==> config.mk <==
export PLATFORM = sky130hd
export DESIGN_NAME = mips_run_monitor_flat
export DESIGN_NICKNAME = d
export VERILOG_FILES = /design/src/rtl/mips_dbg_pkg.sv /design/src/rtl/mips_run_monitor_if.sv /design/src/rtl/dump_skid_reg.sv /design/src/rtl/mips_run_monitor.sv /design/src/flat_wrapper.sv
export SDC_FILE = /design/constraint.sdc
export NUM_CORES = 1
export LEC_CHECK = 0
export BUFFER_PORTS_ARGS = -buffer_cell sky130_fd_sc_hd__clkbuf_2
export CAP_MARGIN = 20
export CORE_ASPECT_RATIO = 2
export CORE_MARGIN = 5
export CORE_UTILIZATION = 55
export CTS_CLUSTER_SIZE = 16
export DETAILED_ROUTE_END_ITERATION = 7
export GPL_ROUTABILITY_DRIVEN = 0
export PLACE_DENSITY_LB_ADDON = 0.15
export SLEW_MARGIN = 20
export SYNTH_ARGS = -nofsm -noshare
export SYNTH_HDL_FRONTEND = slang
export SYNTH_SLANG_ARGS = --single-unit
==> constraint.sdc <==
create_clock -name clk -period 2.7 [get_ports clk]
set_input_delay 0.54 -clock clk [delete_from_list [all_inputs] [get_ports clk]]
set_output_delay 0.54 -clock clk [all_outputs]
set_load 0.02 [all_outputs]
==> src/rtl/mips_dbg_pkg.sv <==
// Shared types for the MIPS run monitor: FSM states,
// stop-cause codes and a constant ceil(log2) helper.
package mips_dbg_pkg;

    typedef enum logic [1:0] {
        IDLE = 2'd0,
        RUN  = 2'd1,
        DUMP = 2'd2,
        DONE = 2'd3
    } state_t;

    localparam logic [1:0] CAUSE_NONE   = 2'd0;
    localparam logic [1:0] CAUSE_EXT    = 2'd1;
    localparam logic [1:0] CAUSE_STABLE = 2'd2;
    localparam logic [1:0] CAUSE_TMO    = 2'd3;

    // Smallest r with 2**r >= v.
    function automatic int clog2(input int v);
        int r;
        r = 0;
        while ((1 << r) < v) r++;
        return r;
    endfunction

endpackage

==> src/rtl/mips_run_monitor_if.sv <==
// Dump record channel: valid/ready with index, data, last.
// master = monitor (producer), slave = consumer.
interface mips_run_monitor_if #(
    parameter int NUM_REGS = 32,
    parameter int DATA_W   = 32
) ();
    import mips_dbg_pkg::*;

    localparam int IDX_W = clog2(NUM_REGS + 1);

    logic              dump_valid;
    logic              dump_ready;
    logic [IDX_W-1:0]  dump_index;
    logic [DATA_W-1:0] dump_data;
    logic              dump_last;

    modport master (
        output dump_valid,
        output dump_index,
        output dump_data,
        output dump_last,
        input  dump_ready
    );

    modport slave (
        input  dump_valid,
        input  dump_index,
        input  dump_data,
        input  dump_last,
        output dump_ready
    );

endinterface

==> src/rtl/dump_skid_reg.sv <==
// Single-entry output register for the dump channel.
// Ports: clk, reset, flush, load + record in, dump (master).
module dump_skid_reg #(
    parameter int IDX_W  = 6,
    parameter int DATA_W = 32
) (
    input  logic              clk,
    input  logic              reset,
    input  logic              flush,
    input  logic              load,
    input  logic [IDX_W-1:0]  in_index,
    input  logic [DATA_W-1:0] in_data,
    input  logic              in_last,
    mips_run_monitor_if.master dump
);

    // load is only raised by the owner when the slot is empty
    // or being drained this cycle, so nothing is overwritten.
    always_ff @(posedge clk) begin
        if (reset || flush) begin
            dump.dump_valid <= 1'b0;
            dump.dump_index <= '0;
            dump.dump_data  <= '0;
            dump.dump_last  <= 1'b0;
        end else if (load) begin
            dump.dump_valid <= 1'b1;
            dump.dump_index <= in_index;
            dump.dump_data  <= in_data;
            dump.dump_last  <= in_last;
        end else if (dump.dump_ready) begin
            dump.dump_valid <= 1'b0;
        end
    end

endmodule

==> src/rtl/mips_run_monitor.sv <==
// Run control + state dump: runs the CPU until halt/self-loop/
// timeout, stalls it, then streams PC and all registers out.
// Ports: clk, reset, start, halt_req, pc_in, rf_raddr/rf_rdata,
// cpu_stall, done, cause, cycle_count, dump (record channel).
module mips_run_monitor
    import mips_dbg_pkg::*;
#(
    parameter int DATA_W         = 32,
    parameter int PC_W           = 32,
    parameter int NUM_REGS       = 32,
    parameter int REG_AW         = 5,
    parameter int STABLE_CYCLES  = 4,
    parameter int TIMEOUT_CYCLES = 4096
) (
    input  logic                                 clk,
    input  logic                                 reset,
    input  logic                                 start,
    input  logic                                 halt_req,
    input  logic [PC_W-1:0]                      pc_in,
    output logic [REG_AW-1:0]                    rf_raddr,
    input  logic [DATA_W-1:0]                    rf_rdata,
    output logic                                 cpu_stall,
    output logic                                 done,
    output logic [1:0]                           cause,
    output logic [clog2(TIMEOUT_CYCLES+1)-1:0]   cycle_count,
    mips_run_monitor_if.master                   dump
);

    localparam int IDX_W = clog2(NUM_REGS + 1);
    localparam int CNT_W = clog2(TIMEOUT_CYCLES + 1);
    localparam int STB_W = clog2(STABLE_CYCLES + 1);

    state_t            state;
    logic [PC_W-1:0]   prev_pc;
    logic [PC_W-1:0]   halt_pc;
    logic [STB_W-1:0]  stable_cnt;
    logic [IDX_W-1:0]  idx;
    logic              all_loaded;

    logic              same;
    logic              hit_ext;
    logic              hit_stb;
    logic              hit_tmo;
    logic              stop;
    logic              load;
    logic              flush;
    logic              last_hs;
    logic [DATA_W-1:0] pc_ext;
    logic [DATA_W-1:0] ld_data;
    logic              ld_last;

    assign same    = (pc_in == prev_pc);
    assign hit_ext = halt_req;
    // stable_cnt counts repeats seen so far; this cycle's repeat
    // completes the run of STABLE_CYCLES identical PCs.
    assign hit_stb = same &&
                     (stable_cnt == STB_W'(STABLE_CYCLES - 2));
    assign hit_tmo = (cycle_count == CNT_W'(TIMEOUT_CYCLES - 1));
    assign stop    = hit_ext || hit_stb || hit_tmo;

    assign load  = (state == DUMP) && !all_loaded &&
                   (!dump.dump_valid || dump.dump_ready);
    assign flush = start && ((state == IDLE) || (state == DONE));

    assign last_hs = dump.dump_valid && dump.dump_ready &&
                     dump.dump_last;

    generate
        if (PC_W >= DATA_W) begin : g_pc_trunc
            assign pc_ext = halt_pc[DATA_W-1:0];
        end else begin : g_pc_zext
            assign pc_ext = {{(DATA_W - PC_W){1'b0}}, halt_pc};
        end
    endgenerate

    // Record 0 is the PC; record k is register k-1, whose address
    // was put on rf_raddr when record k-1 was loaded.
    assign ld_data = (idx == '0) ? pc_ext : rf_rdata;
    assign ld_last = (idx == IDX_W'(NUM_REGS));

    always_ff @(posedge clk) begin
        if (reset) begin
            state       <= IDLE;
            prev_pc     <= '0;
            halt_pc     <= '0;
            stable_cnt  <= '0;
            idx         <= '0;
            all_loaded  <= 1'b0;
            rf_raddr    <= '0;
            cpu_stall   <= 1'b0;
            done        <= 1'b0;
            cause       <= CAUSE_NONE;
            cycle_count <= '0;
        end else begin
            unique case (state)
                IDLE: begin
                    cycle_count <= '0;
                    stable_cnt  <= '0;
                    cause       <= CAUSE_NONE;
                    prev_pc     <= pc_in;
                    if (start) state <= RUN;
                end
                RUN: begin
                    cycle_count <= cycle_count + CNT_W'(1);
                    prev_pc     <= pc_in;
                    stable_cnt  <= same ? stable_cnt + STB_W'(1)
                                        : '0;
                    if (stop) begin
                        state      <= DUMP;
                        halt_pc    <= pc_in;
                        cpu_stall  <= 1'b1;
                        idx        <= '0;
                        all_loaded <= 1'b0;
                        rf_raddr   <= '0;
                        if (hit_ext)
                            cause <= CAUSE_EXT;
                        else if (hit_stb)
                            cause <= CAUSE_STABLE;
                        else
                            cause <= CAUSE_TMO;
                    end
                end
                DUMP: begin
                    if (load) begin
                        rf_raddr <= REG_AW'(idx);
                        if (ld_last)
                            all_loaded <= 1'b1;
                        else
                            idx <= idx + IDX_W'(1);
                    end
                    if (last_hs) begin
                        state <= DONE;
                        done  <= 1'b1;
                    end
                end
                DONE: begin
                    if (start) begin
                        state       <= RUN;
                        cpu_stall   <= 1'b0;
                        done        <= 1'b0;
                        cycle_count <= '0;
                        stable_cnt  <= '0;
                        cause       <= CAUSE_NONE;
                        prev_pc     <= pc_in;
                    end
                end
            endcase
        end
    end

    dump_skid_reg #(
        .IDX_W  (IDX_W),
        .DATA_W (DATA_W)
    ) u_skid (
        .clk      (clk),
        .reset    (reset),
        .flush    (flush),
        .load     (load),
        .in_index (idx),
        .in_data  (ld_data),
        .in_last  (ld_last),
        .dump     (dump)
    );

endmodule

==> src/flat_wrapper.sv <==
// flat-port wrapper written by rule: the top's interface ports become plain ports
module mips_run_monitor_flat import mips_dbg_pkg::*;
#(
    parameter int DATA_W         = 32,
    parameter int PC_W           = 32,
    parameter int NUM_REGS       = 32,
    parameter int REG_AW         = 5,
    parameter int STABLE_CYCLES  = 4,
    parameter int TIMEOUT_CYCLES = 4096
)
  (clk, reset, start, halt_req, pc_in, rf_raddr, rf_rdata, cpu_stall, done, cause, cycle_count, dump_dump_valid, dump_dump_index, dump_dump_data, dump_dump_last, dump_dump_ready);
  mips_run_monitor_if #(.NUM_REGS(NUM_REGS), .DATA_W(DATA_W)) dump_i ();
  input  logic clk;
  input  logic reset;
  input  logic start;
  input  logic halt_req;
  input  logic [PC_W-1:0] pc_in;
  output logic [REG_AW-1:0] rf_raddr;
  input  logic [DATA_W-1:0] rf_rdata;
  output logic cpu_stall;
  output logic done;
  output logic [1:0] cause;
  output logic [clog2(TIMEOUT_CYCLES+1)-1:0] cycle_count;
  output wire logic [$bits(dump_i.dump_valid)-1:0] dump_dump_valid;
  output wire logic [$bits(dump_i.dump_index)-1:0] dump_dump_index;
  output wire logic [$bits(dump_i.dump_data)-1:0] dump_dump_data;
  output wire logic [$bits(dump_i.dump_last)-1:0] dump_dump_last;
  input wire logic [$bits(dump_i.dump_ready)-1:0] dump_dump_ready;
  assign dump_dump_valid = dump_i.dump_valid;
  assign dump_dump_index = dump_i.dump_index;
  assign dump_dump_data = dump_i.dump_data;
  assign dump_dump_last = dump_i.dump_last;
  assign dump_i.dump_ready = dump_dump_ready;
  mips_run_monitor #(.DATA_W(DATA_W), .PC_W(PC_W), .NUM_REGS(NUM_REGS), .REG_AW(REG_AW), .STABLE_CYCLES(STABLE_CYCLES), .TIMEOUT_CYCLES(TIMEOUT_CYCLES)) u_core (.clk(clk), .reset(reset), .start(start), .halt_req(halt_req), .pc_in(pc_in), .rf_raddr(rf_raddr), .rf_rdata(rf_rdata), .cpu_stall(cpu_stall), .done(done), .cause(cause), .cycle_count(cycle_count), .dump(dump_i));
endmodule
# Word level (Yosys, flattened, before mapping)
# Index checks and enable logic that the tools add are counted.
dict set report word_totals {
  output_inout_bits 62
  elab_cells 100
  input_bits 69
  regBits 138
}
dict set report classes {
  add_sub_neg 3
  reduce_logical 33
  mux 35
  n_eq_ne 14
}
# cell count
set op_table {}
lappend op_table {{32-bit 2-to-1 mux} 2}
lappend op_table {{32-bit case mux with 2 select lines} 1}
lappend op_table {{13-bit case mux with 3 select lines} 1}
lappend op_table {{32-bit equality test} 1}
lappend op_table {{6-bit 2-to-1 mux} 3}
lappend op_table {{3-bit AND reduction} 5}
lappend op_table {{13-bit by 1-bit adder with 13-bit output, second input constant} 1}
lappend op_table {{13-bit by 12-bit equality test with 1-bit output, second input constant} 1}
lappend op_table {{13-bit 2-to-1 mux} 1}
lappend op_table {{2-bit 2-to-1 mux} 6}
lappend op_table {{2-bit case mux with 3 select lines} 2}
lappend op_table {{6-bit case mux with 2 select lines} 1}
lappend op_table {{5-bit 2-to-1 mux} 2}
lappend op_table {{5-bit case mux with 2 select lines} 1}
lappend op_table {{2-bit nonzero test} 5}
lappend op_table {{1-bit 2-to-1 mux} 9}
lappend op_table {{3-bit case mux with 3 select lines} 1}
lappend op_table {{2-bit by 1-bit != test with 1-bit output, second input constant} 4}
lappend op_table {{4-bit AND reduction} 2}
lappend op_table {{6-bit by 1-bit adder with 6-bit output, second input constant} 1}
lappend op_table {{6-bit equality test, second input constant} 1}
lappend op_table {{1-bit logical AND} 6}
lappend op_table {{6-bit logical NOT} 1}
lappend op_table {{3-bit 2-to-1 mux} 2}
lappend op_table {{12 further kinds} 25}

# Logic depth before layout (Yosys ltp)
dict set report depth {
  ltp_word 6
  mapped_depth 9
  mapped_depth_nobuf 8
}

# Cells and area by module
# From an unflattened synthesis, not the netlist that was laid out.
dict set report hier_totals {
  cells_unflattened 705
  hier_area_um2 6475.0
}
# module seq_area_each_um2 cells_per_inst area_per_inst_um2 instances
set by_module_without_submodules {}
lappend by_module_without_submodules {mips_run_monitor 1961.9 573 5027.3 1}
lappend by_module_without_submodules {dump_skid_reg 800.8 132 1447.6 1}

# Least setup slack after synthesis
# No wires, ideal clock.
dict set report synth_timing {
  path_type {input-to-reg}
  from {in pc_in[3]}
  to {reg u_core.halt_pc[10]}
  required_ns 2.628
  stages 7
  setup_time_ns 0.072
  t_arrival_ns 1.915
  path_buffers 1
  path_slack_ns 0.714
  path_cell_list {xnor2_1 > nand4_1 > nor4_2 > a31oi_1 > nor2_4 > buf_8 > mux2i_1}
}
dict set report synth_via {
  elab_chain_len 5
}
# item line_no
set synth_rtl {}
lappend synth_rtl {{start: declaration} flat_wrapper.sv:17} ;# input logic [PC_W-1:0] pc_in;
lappend synth_rtl {{32-bit equality test} mips_run_monitor.sv:52} ;# assign same = (pc_in == prev_pc);
lappend synth_rtl {{1-bit logical AND} mips_run_monitor.sv:56} ;# assign hit_stb = same &&
lappend synth_rtl {{1-bit logical OR (2 in series)} mips_run_monitor.sv:59} ;# assign stop = hit_ext || hit_stb || hit_tmo;
lappend synth_rtl {{2-bit AND reduction (no source line)} --}
lappend synth_rtl {{end signal: assignment} mips_run_monitor.sv:110} ;# halt_pc <= pc_in;
lappend synth_rtl {{end: declaration} mips_run_monitor.sv:35} ;# logic [PC_W-1:0] halt_pc;
# Every way passes these cells.
# A chain may end at the register's enable or synchronous reset.

# Worst setup path in the final report
dict set report layout_timing {
  from {reg u_core.prev_pc[29]}
  to {reg u_core.halt_pc[0]}
}
dict set report layout_via {
  elab_chain_len 5
}
# item line_no
set layout_rtl {}
lappend layout_rtl {{start: declaration} mips_run_monitor.sv:34} ;# logic [PC_W-1:0] prev_pc;
lappend layout_rtl {{start signal: assignment} mips_run_monitor.sv:100} ;# prev_pc <= pc_in;
lappend layout_rtl {{start signal: assignment} mips_run_monitor.sv:105} ;# prev_pc <= pc_in;
lappend layout_rtl {{start signal: assignment} mips_run_monitor.sv:144} ;# prev_pc <= pc_in;
lappend layout_rtl {{32-bit equality test} mips_run_monitor.sv:52}
lappend layout_rtl {{1-bit logical AND} mips_run_monitor.sv:56}
lappend layout_rtl {{1-bit logical OR (2 in series)} mips_run_monitor.sv:59}
lappend layout_rtl {{2-bit AND reduction (no source line)} --}
# Every way passes these cells.

==> run_results.csv <==
group,metric,value,unit
placement,dpl_cell_area,7000,um2
timing,hold_viol_final,0,
min_path,min_path_type,"in -> reg",
global_route,met3_usage,4.75,%
timing,min_period,2.22,ns
finish,areaGrowthSynthToFinish,22.4,%
yosys,ys_warn_count,0,
job,cap_violations,0,
timing,slew_viol_final,0,
die,initial_utilization,55.3,%
timing,worst_slew_pin_slew,0.584,ns
power,peakVddDrop,0.660,mV
finish,fin_area,7590,um2
finish,regArea,2760,um2
yosys,synthCells,712,
global_route,grt.busiest_layer,"met2",
worst_setup_path,required,3.03,ns
clock_tree,cts.htree.levels,4,
global_route,grt.total_usage,23.1,%
clock_tree,ctsLongestPathBuffers,2,
routing,routedWlPerCell,16.0,um
timing,max_slew_margin,61.1,%
global_route,grt.overflow.total,0,
global_route,use_met1,24.4,%
global_route,first_global_vias,5451,
clock_tree,root_buffer,"clkbuf_16",
finish,multi_input_area,3170,um2
yosys,yosys.cell_types.count,52,
yosys,synth_edf_count,0,
worst_setup_path,critPathKind,"reg -> reg",
power,power.density,897,nW/um2
timing,final.setup_skew,0.00664,ns
die,die_area,13600,um2
finish,fin_util,67.7,%
clock_tree,cts.sinks,138,
global_route,grt_max_degree,65,
global_route,grt_pass1_wl,25700,um
global_route,grt_antenna_before_repair,0,
worst_setup_path,path_max_fanout,10,
worst_setup_path,start_kind,"flop",
yosys,syn_avg_cell_area,8.71,um2
routing,drt_iter0_drc,309,
routing,via_count,5381,
die,io_pins,131,
die,coreArea,11200,um2
clock_tree,cts_tree,"yes",
yosys,async_flop_share,0,%
routing,drtAntennaViolNets,0,
run_status,status,"finished clean",
yosys,synth_ff_type,"dfxtp_1",
clock_tree,ctsHoldBuffers,0,
clock_tree,clk_latency,0.41,ns
placement,numPortBuffers,130,
timing,setup_viol,0,
timing,max_freq,451,MHz
die,die_w,85.1,um
worst_setup_path,slowest_stage,"nor4_2",
timing,fin_tns_setup,0,ns
yosys,ys_seq_area_share,44.5,%
clock_tree,cts_inserted_buffers,17,
worst_setup_path,critPathMaxStageDelay,0.48,ns
timing,rsz0062_at_grt,"no",
clock_tree,post-cts-setup-buffer-count,0,
worst_setup_path,crit_arrival,2.55,ns
power,leakage,0.00323,uW
routing,vias_per_cell,5.46,
worst_setup_path,end_kind,"flop",
finish,drive_gt1_share,22.5,%
yosys,synth-seq-cells,138,
die,die_h,160,um
clock_tree,clkSlewWorstSetupHoldPaths,0.06,ns
die,rows,55,
finish,final_net_count,910,
routing,drt-total-wl,15700,um
global_route,grt_use_met2,42.5,%
clock_tree,post_cts_resized,0,
finish,n_fill_cell,917,
finish,diodes,0,
timing,hold_slack,0.391,ns
worst_setup_path,path_cells,"xnor2_1 -> nand4_1 -> nor4_2 -> a31oi_1 -> nor2_4 -> buf_4 -> mux2i_1",
yosys,synth_nets,791,
placement,dpl.hpwl,11800,um
yosys,syn_area,6200,um2
routing,post-route-drc-count,0,
routing,drtPass1Iterations,4,
timing,timing.final.crit_share,82.2,%
[sequential cells by signal, summed over array words and instances, names as in the netlist]
| register | flops |
|---|---|
| u_core.state | 2 |
| u_core.u_skid.dump.dump_valid | 1 |
| u_core.cpu_stall | 1 |
| u_core.done | 1 |
| u_core.idx | 6 |
| u_core.u_skid.dump.dump_index | 6 |
| u_core.halt_pc | 32 |
| u_core.cycle_count | 13 |
| u_core.prev_pc | 32 |
| u_core.all_loaded | 1 |
| u_core.u_skid.dump.dump_data | 32 |
| u_core.stable_cnt | 3 |
| u_core.cause | 2 |
| u_core.u_skid.dump.dump_last | 1 |
| u_core.rf_raddr | 5 |
[cell usage in the layout (no fill, tap or decap), types with 3 or more instances in the layout]
cell        instances
a211oi_1           33
a21oi_1            50
a22oi_1             3
a31oi_1             4
a32o_1              3
and3_1              3
buf_12              4
buf_4              12
clkbuf_16          17
clkbuf_2          130
clkinv_2            3
clkinvlp_4          5
dfxtp_1           138
ha_1               10
inv_1              17
mux2i_1            64
nand2_1           157
nand2b_1            4
nand3_1            10
nand4_1            11
nor2_1             52
nor3_1              4
nor4_1              3
o211ai_1            3
o21ai_0            10
o32ai_1             4
or3_1               4
xnor2_1            36
xor2_1              6
[stage by stage]
stage / cells / power (uW) / setup slack [ns]
floorplan: 712 / 4000 / 0.714
global placement: 954 / 4510 / 0.189
detailed placement: 954 / 4590 / 0.151
CTS: 986 / 6860 / 0.476
global route: 986 / 7170 / 0.309
finish: 986 / 6810 / 0.481
[cell usage after synthesis (6+ instances only)]
cell type | count | share of area, %
xnor2_1 | 36 | 5.1
nor2_1 | 52 | 3.1
ha_1 | 10 | 2.0
o21ai_0 | 10 | 0.81
inv_1 | 17 | 1.0
xor2_1 | 6 | 0.85
dfxtp_1 | 138 | 45
a21oi_1 | 51 | 4.1
nand4_1 | 11 | 1.1
nand2_1 | 157 | 9.5
nand3_1 | 10 | 0.81
a211oi_1 | 33 | 4.0
clkbuf_1 | 34 | 2.1
mux2i_1 | 64 | 10
[cell type report]
type	instances	area share, %
multi-input combinational	509	41.8
sequential	138	36.4
timing repair buffer	146	10.8
clock buffer	18	5.79
tap	142	2.34
clock inverter	14	1.95
inverter	19	0.940
[power breakdown]
part	total [uW]	internal (uW)	leakage, uW	switching [uW]
combinational	1950	733	0.00183	1220
clock	2270	1380	0.000275	883
sequential	2590	2380	0.00113	209
total	6810	4500	0.00323	2310
[routing by layer]
metal,share of wire [%],wire [um],up-vias
met5,0,0,-
met3,4.9,764,39
li1,-,-,2685
met2,55,8660,169
met1,37,5900,2488
met4,2.7,426,0
[critical path, delay by kind of cell, from the launching register on]
kind	cells	cell delay (ns)
flip-flops	1	0.31
AO/OA/AOI/OAI	1	0.23
multiplexers	1	0.21
XOR/XNOR	1	0.26
AND/OR/NAND/NOR	3	0.86
buffers and inverters	1	0.27
[path summary, 6_finish.rpt]
path / startpoint / end / slack (ns) / cells past startpoint
worst max-delay path: u_core.prev_pc[29] / u_core.halt_pc[0] / 0.48 / 7
worst min-delay path: pc_in[15] / u_core.prev_pc[15] / 0.39 / 3
worst max register to register: u_core.prev_pc[29] / u_core.halt_pc[0] / 0.48 / 7
worst min register to register: u_core.u_skid.dump.dump_index[1] / u_core.u_skid.dump.dump_index[1] / 0.45 / 2
[logic make-up after synthesis]
logic type	count (synthesis)	synth area share, %
and+or+nand+nor	263	18.4
AOI/OAI and AO/OA	130	14.0
buffers and inverters	65	4.76
xor gates and xnor gates	42	5.93
adders and majority gates	10	2.02
muxes	64	10.3
DFF	138	44.5
Power figures use the tool's default switching activity.
